==> config.mk <==
export PLATFORM = sky130hd
export DESIGN_NAME = ctrl_cmd_sender
export DESIGN_NICKNAME = d
export VERILOG_FILES = /design/src/rtl/ctrl_cmd_sender_pkg.sv /design/src/rtl/ctrl_cmd_classify.sv /design/src/rtl/ctrl_cmd_sender.sv
export SDC_FILE = /design/constraint.sdc
export NUM_CORES = 1
export LEC_CHECK = 0
export CAP_MARGIN = 40
export CORE_MARGIN = 1.5
export CORE_UTILIZATION = 40
export CTS_CLUSTER_SIZE = 14
export DETAILED_ROUTE_END_ITERATION = 7
export HOLD_SLACK_MARGIN = 0.05
export PLACE_DENSITY = 0.68
export SETUP_SLACK_MARGIN = 0.2
export SYNTH_ARGS = -nofsm -noshare
export SYNTH_HDL_FRONTEND = slang
export SYNTH_SLANG_ARGS = --single-unit
==> constraint.sdc <==
create_clock -name clk -period 4 [get_ports clk]
set_input_delay 0.4 -clock clk [delete_from_list [all_inputs] [get_ports clk]]
set_output_delay 0.4 -clock clk [all_outputs]
set_load 0.05 [all_outputs]
==> src/rtl/ctrl_cmd_sender_pkg.sv <==
// Shared definitions for the controller command sender.
//  - Opcodes of the controller byte protocol. Bit 3 is the pipeline-select bit and is
//    carried through in the byte that goes out, but it plays no part in classification.
//  - Field-mask bits that describe which operand fields follow the opcode byte.
//  - Sender FSM state encodings.
package ctrl_cmd_sender_pkg;

  localparam int BLOCK_INSTR_WIDTH    = 32;
  localparam int BLOCK_REG_ADDR_WIDTH = 4;
  localparam int BYTE_CNT_W           = 6;

  localparam logic [7:0] OPC_PIPE_SEL               = 8'h08;
  localparam logic [7:0] COMMAND_WRITE_BLOCK_INSTR  = 8'h01;
  localparam logic [7:0] COMMAND_WRITE_BLOCK_REG    = 8'h02;
  localparam logic [7:0] COMMAND_UPDATE_BLOCK_REG   = 8'h03;
  localparam logic [7:0] COMMAND_ALLOC_DELAY        = 8'h04;
  localparam logic [7:0] COMMAND_SET_INPUT_GAIN     = 8'h05;
  localparam logic [7:0] COMMAND_SET_OUTPUT_GAIN    = 8'h06;
  localparam logic [7:0] COMMAND_COMMIT_REG_UPDATES = 8'h10;
  localparam logic [7:0] COMMAND_SWAP_PIPELINES     = 8'h11;
  localparam logic [7:0] COMMAND_RESET_PIPELINE     = 8'h12;

  // Operand fields present in a frame, in wire order after the opcode byte.
  typedef struct packed {
    logic has_block;
    logic has_reg;
    logic has_data;
    logic has_instr;
    logic has_delay;
  } frame_mask_t;

  typedef enum logic [2:0] {
    CMD_SENDER_STATE_IDLE = 3'd0,
    CMD_SENDER_STATE_LOAD = 3'd1,
    CMD_SENDER_STATE_SEND = 3'd2,
    CMD_SENDER_STATE_GAP  = 3'd3,
    CMD_SENDER_STATE_DONE = 3'd4
  } cmd_sender_state_t;

endpackage

==> src/rtl/ctrl_cmd_classify.sv <==
// Opcode classifier (purely combinational).
// Ports:
//  opcode   in   8           full opcode byte (pipeline-select bit ignored)
//  mask     out  frame_mask  operand fields that follow the opcode
//  n_bytes  out  6           total frame length in bytes, opcode included
//  invalid  out  1           opcode not recognised; nothing is to be sent
module ctrl_cmd_classify
  import ctrl_cmd_sender_pkg::*;
#(
  parameter int data_width  = 16,
  parameter int instr_width = BLOCK_INSTR_WIDTH
) (
  input  logic [7:0]            opcode,
  output frame_mask_t           mask,
  output logic [BYTE_CNT_W-1:0] n_bytes,
  output logic                  invalid
);

  logic [7:0] base;
  assign base = opcode & ~OPC_PIPE_SEL;

  always_comb begin
    mask    = '0;
    invalid = 1'b0;
    case (base)
      COMMAND_WRITE_BLOCK_INSTR: begin
        mask.has_block = 1'b1;
        mask.has_instr = 1'b1;
      end
      COMMAND_WRITE_BLOCK_REG, COMMAND_UPDATE_BLOCK_REG: begin
        mask.has_block = 1'b1;
        mask.has_reg   = 1'b1;
        mask.has_data  = 1'b1;
      end
      COMMAND_ALLOC_DELAY: begin
        mask.has_data  = 1'b1;
        mask.has_delay = 1'b1;
      end
      COMMAND_SET_INPUT_GAIN, COMMAND_SET_OUTPUT_GAIN: mask.has_data = 1'b1;
      COMMAND_COMMIT_REG_UPDATES, COMMAND_SWAP_PIPELINES, COMMAND_RESET_PIPELINE: ;
      default: invalid = 1'b1;
    endcase
  end

  assign n_bytes = BYTE_CNT_W'(1 + (mask.has_block ? 1 : 0) + (mask.has_reg ? 1 : 0)
                   + (mask.has_data  ? data_width/8  : 0)
                   + (mask.has_instr ? instr_width/8 : 0)
                   + (mask.has_delay ? 4 : 0));

endmodule

==> src/rtl/ctrl_cmd_sender.sv <==
// Initiator end of the controller byte protocol: takes one whole command per
// cmd_valid/cmd_ready handshake and serialises it MSB-first as opcode + operand
// bytes on out_byte/out_valid, one byte per out_next acknowledge.
// Ports:
//  clk, reset_n             clock, asynchronous active-low reset
//  cmd_valid / cmd_ready    command handshake (ready only in IDLE)
//  cmd_opcode .. cmd_delay  command fields, latched on accept
//  out_byte / out_valid     byte to receiver, held until out_next
//  out_next                 receiver consumed the byte
//  cmd_done                 1-cycle pulse once the frame is complete
//  cmd_error                1-cycle pulse: unknown opcode, nothing sent
//  cmd_timeout              1-cycle pulse: frame abandoned on ack timeout
// Build option: CTRL_CMD_SENDER_TIMEOUT_EN enables the ack timeout; otherwise
// the sender waits for out_next indefinitely and cmd_timeout is tied low.
module ctrl_cmd_sender
  import ctrl_cmd_sender_pkg::*;
#(
  parameter int data_width     = 16,
  parameter int instr_width    = BLOCK_INSTR_WIDTH,
  parameter int n_blocks       = 256,
  parameter int inter_byte_gap = 2,
  parameter int timeout_cycles = 65535
) (
  input  logic                            clk,
  input  logic                            reset_n,
  input  logic                            cmd_valid,
  output logic                            cmd_ready,
  input  logic [7:0]                      cmd_opcode,
  input  logic [$clog2(n_blocks)-1:0]     cmd_block,
  input  logic [BLOCK_REG_ADDR_WIDTH-1:0] cmd_reg,
  input  logic [data_width-1:0]           cmd_data,
  input  logic [instr_width-1:0]          cmd_instr,
  input  logic [31:0]                     cmd_delay,
  output logic [7:0]                      out_byte,
  output logic                            out_valid,
  input  logic                            out_next,
  output logic                            cmd_done,
  output logic                            cmd_error,
  output logic                            cmd_timeout
);

  localparam int BW        = $clog2(n_blocks);
  localparam int F_INSTR   = 2 + instr_width/8;
  localparam int F_REG     = 3 + data_width/8;
  localparam int F_DLY     = 5 + data_width/8;
  localparam int MAX_A     = (F_INSTR > F_REG) ? F_INSTR : F_REG;
  localparam int MAX_BYTES = (MAX_A > F_DLY) ? MAX_A : F_DLY;
  localparam int SR_W      = 8 * MAX_BYTES;
  localparam int GAP_W     = $clog2(inter_byte_gap + 1);

  cmd_sender_state_t state_q, state_d;

  logic [7:0]                      opc_q;
  logic [BW-1:0]                   blk_q;
  logic [BLOCK_REG_ADDR_WIDTH-1:0] reg_q;
  logic [data_width-1:0]           data_q;
  logic [instr_width-1:0]          instr_q;
  logic [31:0]                     delay_q;

  logic [SR_W-1:0]       sr_q, acc, frame;
  logic [BYTE_CNT_W-1:0] bytes_left, n_bytes;
  logic [GAP_W-1:0]      gap_cnt;
  frame_mask_t           mask;
  logic                  invalid, ack, to_fire;

  ctrl_cmd_classify #(.data_width(data_width), .instr_width(instr_width)) u_classify (
    .opcode (opc_q),
    .mask   (mask),
    .n_bytes(n_bytes),
    .invalid(invalid)
  );

  // Append present fields in wire order, then left-align so the opcode sits in
  // the top byte of the shift register.
  always_comb begin
    acc = SR_W'(opc_q);
    if (mask.has_block) acc = (acc << 8)           | SR_W'(8'(blk_q));
    if (mask.has_reg)   acc = (acc << 8)           | SR_W'(8'(reg_q));
    if (mask.has_data)  acc = (acc << data_width)  | SR_W'(data_q);
    if (mask.has_instr) acc = (acc << instr_width) | SR_W'(instr_q);
    if (mask.has_delay) acc = (acc << 32)          | SR_W'(delay_q);
    frame = acc << (8 * (MAX_BYTES - int'(n_bytes)));
  end

  assign ack      = (state_q == CMD_SENDER_STATE_SEND) && out_next;
  assign out_byte = sr_q[SR_W-1 -: 8];

`ifdef CTRL_CMD_SENDER_TIMEOUT_EN
  localparam int TO_W = $clog2(timeout_cycles + 1);
  logic [TO_W-1:0] to_cnt;
  logic            to_hit, timeout_q;

  // to_cnt holds the number of completed unacked SEND cycles, so the hit
  // fires on the timeout_cycles-th cycle that out_valid is high.
  assign to_hit      = (to_cnt == TO_W'(timeout_cycles - 1));
  assign cmd_timeout = timeout_q;

  always_ff @(posedge clk or negedge reset_n) begin
    if (!reset_n) begin
      to_cnt    <= '0;
      timeout_q <= 1'b0;
    end else begin
      timeout_q <= to_fire;
      if (state_q == CMD_SENDER_STATE_SEND && !out_next && !to_hit) to_cnt <= to_cnt + 1'b1;
      else                                                           to_cnt <= '0;
    end
  end
`else
  assign cmd_timeout = 1'b0;
`endif

  always_comb begin
    state_d   = state_q;
    cmd_ready = 1'b0;
    out_valid = 1'b0;
    cmd_done  = 1'b0;
    cmd_error = 1'b0;
    to_fire   = 1'b0;
    case (state_q)
      CMD_SENDER_STATE_IDLE: begin
        cmd_ready = 1'b1;
        if (cmd_valid) state_d = CMD_SENDER_STATE_LOAD;
      end
      CMD_SENDER_STATE_LOAD: begin
        if (invalid) begin
          cmd_error = 1'b1;
          state_d   = CMD_SENDER_STATE_IDLE;
        end else begin
          state_d = CMD_SENDER_STATE_SEND;
        end
      end
      CMD_SENDER_STATE_SEND: begin
        out_valid = 1'b1;
        if (out_next) state_d = CMD_SENDER_STATE_GAP;
`ifdef CTRL_CMD_SENDER_TIMEOUT_EN
        else if (to_hit) begin
          to_fire = 1'b1;
          state_d = CMD_SENDER_STATE_IDLE;
        end
`endif
      end
      CMD_SENDER_STATE_GAP: begin
        if (gap_cnt == '0)
          state_d = (bytes_left == '0) ? CMD_SENDER_STATE_DONE : CMD_SENDER_STATE_SEND;
      end
      CMD_SENDER_STATE_DONE: begin
        cmd_done = 1'b1;
        state_d  = CMD_SENDER_STATE_IDLE;
      end
      default: state_d = CMD_SENDER_STATE_IDLE;
    endcase
  end

  always_ff @(posedge clk or negedge reset_n) begin
    if (!reset_n) state_q <= CMD_SENDER_STATE_IDLE;
    else          state_q <= state_d;
  end

  always_ff @(posedge clk or negedge reset_n) begin
    if (!reset_n) begin
      opc_q      <= '0;
      blk_q      <= '0;
      reg_q      <= '0;
      data_q     <= '0;
      instr_q    <= '0;
      delay_q    <= '0;
      sr_q       <= '0;
      bytes_left <= '0;
      gap_cnt    <= '0;
    end else begin
      if (cmd_ready && cmd_valid) begin
        opc_q   <= cmd_opcode;
        blk_q   <= cmd_block;
        reg_q   <= cmd_reg;
        data_q  <= cmd_data;
        instr_q <= cmd_instr;
        delay_q <= cmd_delay;
      end
      if (state_q == CMD_SENDER_STATE_LOAD) begin
        sr_q       <= frame;
        bytes_left <= n_bytes;
      end
      if (ack) begin
        sr_q       <= sr_q << 8;
        bytes_left <= bytes_left - 1'b1;
        gap_cnt    <= GAP_W'(inter_byte_gap - 1);
      end else if (state_q == CMD_SENDER_STATE_GAP && gap_cnt != '0) begin
        gap_cnt <= gap_cnt - 1'b1;
      end
    end
  end

endmodule

# ---- After elaboration in Yosys (flattened, before gate mapping)
# Cells that the tools add are included.
dict set report word_totals {
  reg_bits 167
  latchBits 0
  mem_bits_rw 0
  mem_bits_ro 0
  output_inout_bits 13
  mem_count 0
}
dict set report classes {
  add_sub_neg 8
  multipliers 0
  div 0
  order_cmp 0
  eq_ne 16
  n_shift 1
  muxes 32
  n_bitwise 5
  n_reduce_logical 14
}
# cell count
set op_table {}
lappend op_table {{two-way mux 56 bit} 7}
lappend op_table {{OR 56 x 32 -> 56 bit} 2}
lappend op_table {{OR 56 x 16 -> 56 bit} 1}
lappend op_table {{OR 56 x 4 -> 56 bit} 1}
lappend op_table {{<< shifter 56 x 32 -> 56 bit} 1}
lappend op_table {{adder 6 bit} 4}
lappend op_table {{equality test 7 x 3 -> 1 bit (second input constant)} 3}
lappend op_table {{equality test 7 x 4 -> 1 bit (second input constant)} 3}
lappend op_table {{two-way mux 3 bit} 6}
lappend op_table {{OR 16 x 8 -> 16 bit} 1}
lappend op_table {{equality test 7 x 2 -> 1 bit (second input constant)} 2}
lappend op_table {{two-way mux 1 bit} 12}
lappend op_table {{two-way mux 6 bit} 2}
lappend op_table {{case mux 3 bit (4 select lines)} 1}
lappend op_table {{OR reduction 9 bit} 1}
lappend op_table {{two-way mux 2 bit} 4}
lappend op_table {{equality test 7 x 1 -> 1 bit (second input constant)} 1}
lappend op_table {{subtractor 3 x 6 -> 7 bit (first input constant)} 1}
lappend op_table {{adder 2 x 6 -> 6 bit (first input constant)} 1}
lappend op_table {{equality test 3 x 2 -> 1 bit (second input constant)} 2}
lappend op_table {{zero test 6 bit} 1}
lappend op_table {{inequality test 2 bit (second input constant)} 3}
lappend op_table {{nonzero test 2 bit} 3}
lappend op_table {{subtractor 6 x 1 -> 6 bit (second input constant)} 1}
lappend op_table {{10 further kinds} 12}

# ---- Depth between registers and ports, before layout
dict set report logic_depth {
  word_depth 15
  depth_mapped 17
  mapped_depth_nobuf 13
}

# ---- Hierarchy
# A second synthesis with hierarchy kept.
dict set report hier_totals {
  cells_unflattened 1115
  area_unflattened_um2 10578.9
}
# module instances cells_per_inst area_per_inst_um2
set by_module_without_submodules {}
lappend by_module_without_submodules {ctrl_cmd_sender 1 1086 10339.9}
lappend by_module_without_submodules {ctrl_cmd_classify 1 29 239.0}

# ---- Worst setup path before layout
# OpenSTA, ideal clock, no wires.
dict set report synth_timing {
  path_type {register to register}
  from {reg opc_q[1]}
  to {reg sr_q[52]}
  setup_ns 0.126
  arrival_time_ns 3.213
  path_slack_ns 0.661
  path_stages_with_launch 17
  n_path_buf 4
  cell_sequence {dfrtp_1 -> buf_2 -> nor4b_4 -> nand2_2 -> inv_1 -> buf_4 -> buf_4 -> nor2_1 -> ha_1 -> inv_1 -> ha_1 -> clkbuf_1 -> nand2_1 -> nor2_1 -> a222oi_1 -> a21oi_1 -> a221o_1}
}
dict set report synth_via {
  elab_chain_cells 13
}
# item line
set synth_lines {}
lappend synth_lines {{start: declaration} ctrl_cmd_sender.sv:53} ;# logic [7:0] opc_q;
lappend synth_lines {{start signal: assignment} ctrl_cmd_sender.sv:172} ;# opc_q <= cmd_opcode;
lappend synth_lines {{equality test 7 x 1 -> 1 bit or equality test 7 x 2 -> 1 bit (tied branches)} ctrl_cmd_classify.sv:25} ;# case (base)
lappend synth_lines {{OR reduction 3 bit (no source line)} n/a}
lappend synth_lines {{two-way mux 1 bit} ctrl_cmd_classify.sv:25}
lappend synth_lines {{two-way mux 1 bit or two-way mux 56 bit (tied branches)} {ctrl_cmd_classify.sv:45, ctrl_cmd_sender.sv:77}}
lappend synth_lines {{adder 2 x 6 -> 6 bit, or another cell as far along} ctrl_cmd_classify.sv:45} ;# assign n_bytes = BYTE_CNT_W'(1 + (mask.has_block ? 1 : 0) + (mask.has_reg ? 1 : 0)
lappend synth_lines {{adder 6 bit, or another cell as far along} ctrl_cmd_classify.sv:45}
lappend synth_lines {{adder 6 bit, or another cell as far along} ctrl_cmd_classify.sv:46} ;# + (mask.has_data ? data_width/8 : 0)
lappend synth_lines {{adder 6 bit, or another cell as far along} ctrl_cmd_classify.sv:47} ;# + (mask.has_instr ? instr_width/8 : 0)
lappend synth_lines {{adder 6 bit, or another cell as far along} ctrl_cmd_classify.sv:48} ;# + (mask.has_delay ? 4 : 0));
lappend synth_lines {{subtractor 3 x 6 -> 7 bit or two-way mux 56 bit (tied branches)} {ctrl_cmd_sender.sv:82, ctrl_cmd_sender.sv:81}}
lappend synth_lines {{<< shifter 56 x 32 -> 56 bit *} ctrl_cmd_sender.sv:82} ;# frame = acc << (8 * (MAX_BYTES - int'(n_bytes)));
lappend synth_lines {{two-way mux 56 bit *} ctrl_cmd_sender.sv:179} ;# if (state_q == CMD_SENDER_STATE_LOAD) begin
lappend synth_lines {{two-way mux 56 bit *} ctrl_cmd_sender.sv:183} ;# if (ack) begin
lappend synth_lines {{end signal: assignment} ctrl_cmd_sender.sv:180} ;# sr_q <= frame;
lappend synth_lines {{end signal: assignment} ctrl_cmd_sender.sv:184} ;# sr_q <= sr_q << 8;
lappend synth_lines {{end: declaration} ctrl_cmd_sender.sv:60} ;# logic [SR_W-1:0] sr_q, acc, frame;
# Every way passes the cells marked *; elsewhere a longest branch is shown, timed or not. The select of a mux whose other input is x is not followed.
# A chain may end at the register's enable or synchronous reset.

# ---- Worst setup path in the final report
dict set report layout_timing {
  from {reg opc_q[4]}
  to {reg sr_q[54]}
}
# The elaborated chain is that of the path after synthesis.

==> out/results.ini <==
[floorplanning]
fp.dieW_um=157.9
num_rows=56
start_util_pct=40.87
core_area_sq_um=23470
die-area_sq_um=24920
die_y_um=157.9
ios=117

[timing]
hold_viol_final=0
rsz0062_at_grt=false
fin_crit_ns=3.589
tightestPinTransition_ns=0.9925
hold_ws_ns=0.007330
setup_viol=0
slew_headroom_pct=33.27
tns_ns=0
drv_slew=0
skew_ns=0.008017
fmax_ghz=0.2786
period_share_pct=89.73

[finish]
final_common_cell=dfrtp_1
syn_to_final_growth_pct=20.76
final_cell_mix=167 x dfrtp_1, 114 x clkdlybuf4s50_1, 101 x mux2_2, 77 x a21oi_1, 65 x nor2_1
insertedDiodeCount=0
final_area_sq_um=11580
n_fill_cell=2177
nets=1149
drive_gt1_share_pct=18.63

[clocking]
cts_resized=0
cts_buffer_depth=2
post_cts_buffers=0
cts_sinks=167
cts_tree=done
insertion_delay_ns=0.44
cts_root_buf=clkbuf_16
htree_levels=4
cts.clk_slew.worst_paths_ns=0.07
numCtsBuffers=17
cts_hold_buf=0

[logic_synthesis]
synthArstFlopShare_pct=100.0
synth_area_leaders=dfrtp_1 44%, mux2_2 12%, a21oi_1 4.0%, and3_1 2.8%, nor2_1 2.5%
synth_edf_count=0
syn_area_per_cell_sq_um=9.900
seq_area_frac_synth_pct=43.56
synth_seq_cells=167
synth_ff_type=dfrtp_1
synth_area_sq_um=9593
netlist_instances=969
synth.distinct_cells=86
synth_nets=1079
yosysWarnings=0
synth_top_area_cell=dfrtp_1
netlist.area_leader.share_pct=43.56

[power_and_ir_drop]
internal_power_uw=5447
switching_share_pct=47.42
combinationalPowerShare_pct=54.8
power_frac_seq_pct=28.8
p_leak_uw=0.004889
report.power.total_uw=10360
ir_worst_vdd_v=0.0004180
p_sw_uw=4913
clkPwrFrac_pct=16.4
pwr_density_cell_nw_per_um2=894.3

[routing]
drt-total-wl_mm=30.60
firstDrtPassIters=5
drtAntennaViolNets=0
avgViaCountPerCell=6.199
wl_per_cell_um=22.32
route.vias.total=8499
drc=0
first_iter_violations=772

[hold_path]
hold_class=input pin to async pin

[grt]
grt_start_max_net_pins=102
grt_overflow=0
grt_pass1_vias=8229
antenna_found_initial=0
grt_usage_pct=25.18
grt_pass1_wl_mm=47.76

[worst_setup_path]
ff2ff_setup_slack_ns=0.41
cp_slowest_stage_delay_ns=0.73
cp-start-kind=register
crit_slowest_cell=nor2_1
crit_arrival_ns=3.91
cp_cell_sequence=nor4_2 -> and2_0 -> inv_1 -> ha_2 -> clkinv_1 -> nor2_1 -> nand4_1 -> nand3_1 -> nor3_1 -> a211oi_1
crit_path_max_fanout=11
critPathKind=register to register
reg2reg_to=sr_q[54]
ff2ff_path_depth=10
end_kind=register
r2r-start=opc_q[4]
required_ns=4.32

[placed_design]
placed_cell_area_sq_um=10980
post-dp-hpwl_mm=22.01
portBuffers=115
place.gp.congestion=0.9499

[status]
status=complete, no violations

[run]
drv_cap=0

[layout make-up]
type / instances / area, sq um / share of cell area, %
clock buffers: 18 / 439.2 / 3.791
flip-flops and latches: 167 / 4179 / 36.07
multi-input cells: 691 / 4931 / 42.56
well taps: 319 / 399.1 / 3.445
inverters: 15 / 56.30 / 0.4860
clock inverters: 14 / 162.7 / 1.404
repair buffers: 147 / 1418 / 12.24
[cells in the mapped netlist (6+ instances only)]
cell type  number
a221o_1         8
a21oi_1        77
mux2_2        101
mux2i_1         6
inv_1          13
clkbuf_1       60
buf_4          13
o211ai_1       11
a211oi_1       20
dfrtp_1       167
a31oi_1        10
ha_1            6
and3_1         43
a221oi_1       16
nor3_1         18
o21a_1          6
nand4_1         6
nor2_1         65
o221ai_1       10
o22ai_1        15
o31ai_1         9
a32o_1          6
nand3_1        32
a22o_1         11
a21o_1          6
a22oi_1        17
buf_2          21
nand2_1        51
o21ai_0        25
nand2b_1        7
[per-layer routing]
metal / part of all wire [%] / track usage, % / vias up
met5: 0 / 0 / -
li1: - / - / 3837
met1: 45 / 35.91 / 4170
met2: 45 / 37.18 / 425
met3: 7.6 / 5.037 / 67
met4: 3.0 / 10.33 / 0
[sequential cells by signal, indices dropped and copies added (netlist names)]
name        flops
blk_q           8
opc_q           8
state_q         3
delay_q        32
bytes_left      6
sr_q           56
data_q         16
reg_q           4
gap_cnt         2
instr_q        32
[critical path, delay by kind of cell (launching register included)]
family	cells	cell delay (ns)
simple gates	6	1.85
flops	1	0.54
buf+inv	2	0.44
fa+ha+maj	1	0.38
compound gates	1	0.26
[worst max-delay path by stage]
stage	start	to	slack (ns)	cells past startpoint
finish	opc_q[4]	sr_q[54]	0.41	10
floorplan	opc_q[1]	sr_q[52]	0.66	16
CTS	opc_q[4]	sr_q[52]	0.54	12
global route	opc_q[4]	sr_q[52]	0.24	12
global placement	opc_q[4]	sr_q[52]	0.66	12
detailed placement	opc_q[4]	sr_q[52]	0.57	12
[cells by family (layout without fill, tap and decap cells)]
family | after synthesis | in the layout | synth area share [%]
simple gates | 268 | 268 | 14.74
buf+inv | 111 | 194 | 5.204
flops | 167 | 167 | 43.56
other cells | 1 | 1 | 0.03909
xor+xnor | 4 | 4 | 0.3653
mux | 107 | 107 | 12.48
compound gates | 305 | 305 | 22.83
fa+ha+maj | 6 | 6 | 0.7826
[metrics by stage]
step	utilization (%)	cells	setup WS, ns
after global routing	49.36	1371	0.2390
after global placement	46.79	1339	0.6621
after CTS	49.36	1371	0.5410
after floorplan	-	969	0.6609
after detailed placement	46.79	1339	0.5674
final	49.36	1371	0.4107
[power groups by stage]
stage | Combinational (uW) | Clock (uW) | Sequential [uW]
6_report | 5670 | 1700 | 2980
2_1_floorplan | 4040 | 0 | 2700
3_3_place_gp | 5500 | 0 | 2970
4_1_cts | 5530 | 1720 | 2970
3_5_place_dp | 5500 | 0 | 2990
5_1_grt | 6040 | 1790 | 3070
(Power assumes the default switching activity.)
==> RTL change 1, RTL diff (config.mk and constraints unchanged) <==
`n_blocks`: 256 -> 128.
--- a/src/rtl/ctrl_cmd_sender.sv
+++ b/src/rtl/ctrl_cmd_sender.sv
@@ -17,7 +17,7 @@
 #(
   parameter int data_width     = 16,
   parameter int instr_width    = BLOCK_INSTR_WIDTH,
-  parameter int n_blocks       = 256,
+  parameter int n_blocks       = 128,
   parameter int inter_byte_gap = 2,
   parameter int timeout_cycles = 65535
 ) (
Interface: changed (resized cmd_block); port bits go from 117 to 116. The function was not compared with the original's and may differ.
==> RTL change 1 against the original RTL <==
- die area is 4.6% lower
- synthesized cell count shrank 7.2%
- combinational power is 32% lower
- final area down 3.1%
- sequential cell count is 1 lower
- clock power rose by 5%
- synthesized area down 4.7%
- total power shrank 16%
- critical path depth unchanged
- worst setup slack better by 0.018 ns
- count of clock-buffer cells in the layout grew 1
- wire length is 9.3% lower
- clock skew rose by 0.0069 ns
- critical endpoint is now sr_q[37]$_DFFE_PN0P_
- highest routed layer unchanged
==> RTL change 1: results (changes against the original RTL) <==
status:
  outcome: "completed"
worst_setup_path:
  critPathMaxFanout: 15  # +4
  r2r_setup_slack_ns: 0.43  # +0.02 ns
  cpMaxStageDelayCell: "dfrtp_1"
  cp.arrival_ns: 3.94  # +0.03 ns
sta:
  worstMarginPinSlew_ns: 0.7781  # -0.2144 ns
  postLayoutSetupSlackWorst_ns: 0.4286  # +0.01782 ns
  whs_ns: 0.3075  # +0.3002 ns
  finClkSkew_ns: 0.01491  # +0.006895 ns
  min_period_over_period_pct: 89.29  # -0.45 points
power:
  power_switching_share_pct: 41.42  # -6.0 points
  p_clk_mw: 1.78  # +5%
  leakage_nw: 4.711  # -3.6%
  ir_worst_vdd_uv: 362.2  # -13%
  p_seq_share_pct: 34.8  # +6.0 points
  power_density_nw_per_um2: 773.1  # -14%
grt:
  grt_max_degree: 91  # -11%
  grt_pass1_vias: 7661  # -6.9%
  grt_pass1_wl_um: 43860  # -8.2%
  grt_usage_pct: 23.80  # -1.4 points
synth:
  yosysWarnings: 0  # unchanged
  synth_nets: 1009  # -6.5%
  synth_area_leaders: "dfrtp_1 (45%), mux2_2 (13%), a21oi_1 (3.3%), nor2_1 (2.8%), o21ai_0 (2.7%)"
  synth_area_per_cell_um2: 10.17  # +2.8%
  yosysUniqueCellTypes: 84  # -2.3%
  seq_area_frac_synth_pct: 45.42  # +1.9 points
  synth_top_cells_by_count: "dfrtp_1 (166), mux2_2 (106), nor2_1 (69)"
drt:
  drt-pass1-iter-count: 6  # +1
  drt-total-wl_um: 27740  # -9.3%
  viasPerCell: 6.132  # -1.1%
  drt_iter0_drc: 813  # +5.3%
finish:
  layout.nets: 1098  # -4.4%
  drive_gt1_share_pct: 20.08  # +1.4 points
  finalNonFillerCells: 1286  # -6.2%
placement:
  portBuffers: 114  # -0.87%
  placed_area_um2: 10570  # -3.8%
  hpwl_um: 20240  # -8.1%
  routabilityCongestion: 0.9175  # -3.4%
==> RTL change 1: path summary, 6_finish.rpt <==
path	startpoint	cells after the start	end
max	opc_q[0]$_DFFE_PN0P_	10	sr_q[37]$_DFFE_PN0P_
min	reset_n	2	data_q[14]$_DFFE_PN0P_
max reg2reg	opc_q[0]$_DFFE_PN0P_	10	sr_q[37]$_DFFE_PN0P_
min reg2reg	sr_q[6]$_DFFE_PN0P_	2	sr_q[6]$_DFFE_PN0P_
max in group asynchronous	reset_n	3	sr_q[49]$_DFFE_PN0P_
min in group clk	sr_q[6]$_DFFE_PN0P_	2	sr_q[6]$_DFFE_PN0P_
==> RTL change 1: area by class of cell <==
cell class / count / area (µm²)
fillers: 2051 / 11280
repair buffers: 148 / 1451
flip-flops and latches: 166 / 4154
clock buffers: 19 / 452.9
inverters: 16 / 61.31
well taps: 285 / 356.6
multi-input cells: 639 / 4561
clock inverters: 13 / 183.9
==> RTL change 1: logic make-up (layout without fill, tap and decap cells) <==
family                     Yosys count  after routing  share of synthesized area [%]
muxes                              115            115                          14.04
AOI/OAI and AO/OA                  279            279                          21.18
xor gates and xnor gates             4              4                         0.3831
adders and majority gates            7              7                         0.9575
and+or+nand+nor                    233            233                          13.16
other                                1              1                        0.04100
buffers and inverters               94            196                          4.829
DFF                                166            166                          45.42
==> RTL change 1: layer usage <==
| metal | wire length (µm) | vias to the layer above | track usage [%] |
|---|---|---|---|
| li1 | - | 3561 | - |
| met1 | 11930 | 3855 | 33.36 |
| met2 | 12680 | 401 | 35.98 |
| met3 | 2029 | 69 | 4.287 |
| met4 | 1111 | 0 | 10.73 |
| met5 | 0 | - | 0 |
==> RTL change 1: what timing repair did <==
action                     CTS  global route
setup endpoints to repair    0            13
hold buffers                 1             0
hold endpoints to repair   104             0
resized for setup            0             2
==> RTL change 2, RTL diff (config.mk and constraints unchanged) <==
Made on the original files. Re-encode `cmd_sender_state_t` (5 states) as one-hot, 5 bits wide.
--- a/src/rtl/ctrl_cmd_sender_pkg.sv
+++ b/src/rtl/ctrl_cmd_sender_pkg.sv
@@ -29,12 +29,12 @@
     logic has_delay;
   } frame_mask_t;
 
-  typedef enum logic [2:0] {
-    CMD_SENDER_STATE_IDLE = 3'd0,
-    CMD_SENDER_STATE_LOAD = 3'd1,
-    CMD_SENDER_STATE_SEND = 3'd2,
-    CMD_SENDER_STATE_GAP  = 3'd3,
-    CMD_SENDER_STATE_DONE = 3'd4
+  typedef enum logic [4:0] {
+    CMD_SENDER_STATE_IDLE = 5'b00001,
+    CMD_SENDER_STATE_LOAD = 5'b00010,
+    CMD_SENDER_STATE_SEND = 5'b00100,
+    CMD_SENDER_STATE_GAP  = 5'b01000,
+    CMD_SENDER_STATE_DONE = 5'b10000
   } cmd_sender_state_t;
 
 endpackage
Behaviour: no difference found for any inputs over 4 cycles, from zero or initial values and one cycle with reset_n low; so few cycles prove little.
==> RTL change 2 against the original RTL <==
- total power fell by 22%
- die area decreased by 1.2%
- final area down 0.49%
- wire length shrank 1.2%
- worst setup slack improved by 0.014 ns
- sequential cell count increased by 2
- critical path depth shrank 2
- synthesized area fell by 1.2%
==> RTL change 2: results (changes against the original RTL) <==
power:
  leakage_nw: 4.902  # +0.27%
  ir_worst_vdd_uv: 432.5  # +3.5%
finish:
  multi_input_area_share_pct: 41.30  # -1.3 points
  drive_gt1_share_pct: 16.18  # -2.4 points
  finalNonFillerCells: 1351  # -1.5%
  buffers: 151  # +2.7%
  multi_input_cells: 660  # -4.5%
  nFillCells: 2096  # -3.7%
  area_growth_pct: 21.67
  clkCellAreaFrac_pct: 5.427  # +0.23 points
  seq_share_pct: 36.69  # +0.62 points
  layout.nonclk_buf_share_pct: 12.47  # +0.23 points
  inv_count: 20  # +5
grt:
  grt_use_met1_pct: 35.52  # -0.39 points
  grt_pass1_wl_um: 47090  # -1.4%
  grt_max_degree: 83  # -19%
  grt_pass1_vias: 7945  # -3.5%
  grtUsageMet3_pct: 4.213  # -0.82 points
  grt_usage_pct: 25.41  # +0.23 points
synth:
  syn_inst: 932  # -3.8%
  synth_nets: 1042  # -3.4%
  synth_area_leaders: "dfrtp_1 (44%), mux2_2 (7.8%), mux2_1 (4.3%), a21oi_1 (2.9%), nor2_1 (2.6%)"
  yosysUniqueCellTypes: 92  # +7.0%
  synth_top_cells_by_count: "dfrtp_1 (168), mux2_2 (66), nor2_1 (66)"
  yosys_register_bits: 169  # +1.2%
placement:
  place_inst: 1318  # -1.6%
  hpwl_um: 22630  # +2.8%
  routabilityCongestion: 0.9339  # -1.7%
  placed_area_um2: 10890  # -0.82%
  place_ws_ns: 0.5066  # -0.06076 ns
worst_setup_path:
  max_stage_delay_ns: 0.81  # +0.08 ns
  cpMaxStageDelayCell: "nor4_4"
  critPathMaxFanout: 15  # +4
drt:
  num_vias: 8180  # -3.8%
  wire_per_inst_um: 22.38  # +0.29%
  dr_wl_met3_um: 2165  # -7.2%
status:
  outcome: "completed"
sta:
  finClkSkew_ns: 0.008368  # +0.0003512 ns
[RTL change 2: changes by cell type after synthesis, sizes merged, moves of 10 or more]
cell,before,now
clkbuf,60,38
a211oi,20,4
nand4,6,16
o21ai,29,42
a21oi,78,54
and3,43,30
[RTL change 2: cell families after synthesis]
family / Yosys count / share of synthesized area [%]
AO/OA/AOI/OAI: 277 / 21.14
XOR/XNOR: 4 / 0.3698
adder cells (fa/ha/maj): 6 / 0.7923
buffers and inverters: 103 / 5.189
flip-flops: 169 / 44.65
multiplexers: 110 / 12.97
other: 1 / 0.03958
AND/OR/NAND/NOR: 262 / 14.86
[RTL change 2: worst paths after layout]
kind / startpoint / end / slack [ns] / depth (start not counted)
worst max-delay path: opc_q[1]$_DFFE_PN0P_ / sr_q[33]$_DFFE_PN0P_ / 0.43 / 8
worst min-delay path: sr_q[7]$_DFFE_PN0P_ / sr_q[7]$_DFFE_PN0P_ / 0.48 / 2
worst max register to register: opc_q[1]$_DFFE_PN0P_ / sr_q[33]$_DFFE_PN0P_ / 0.43 / 8
worst min register to register: sr_q[7]$_DFFE_PN0P_ / sr_q[7]$_DFFE_PN0P_ / 0.48 / 2
max in group asynchronous: reset_n / sr_q[46]$_DFFE_PN0P_ / 2.49 / 3
min in group asynchronous: reset_n / instr_q[13]$_DFFE_PN0P_ / 0.58 / 2
[RTL change 2: critical path: cells and delay by family (launching register included)]
family / cells / cell delay [ns]
flip-flops: 1 / 0.57
adder cells (fa/ha/maj): 1 / 0.37
AND/OR/NAND/NOR: 4 / 1.65
AO/OA/AOI/OAI: 3 / 0.89
[RTL change 2: power by group]
group	switching, mW	total (mW)	internal [mW]
Sequential	0.614	3.01	2.40
Clock	0.743	1.76	1.02
Combinational	1.91	3.28	1.37
Total	3.27	8.05	4.78
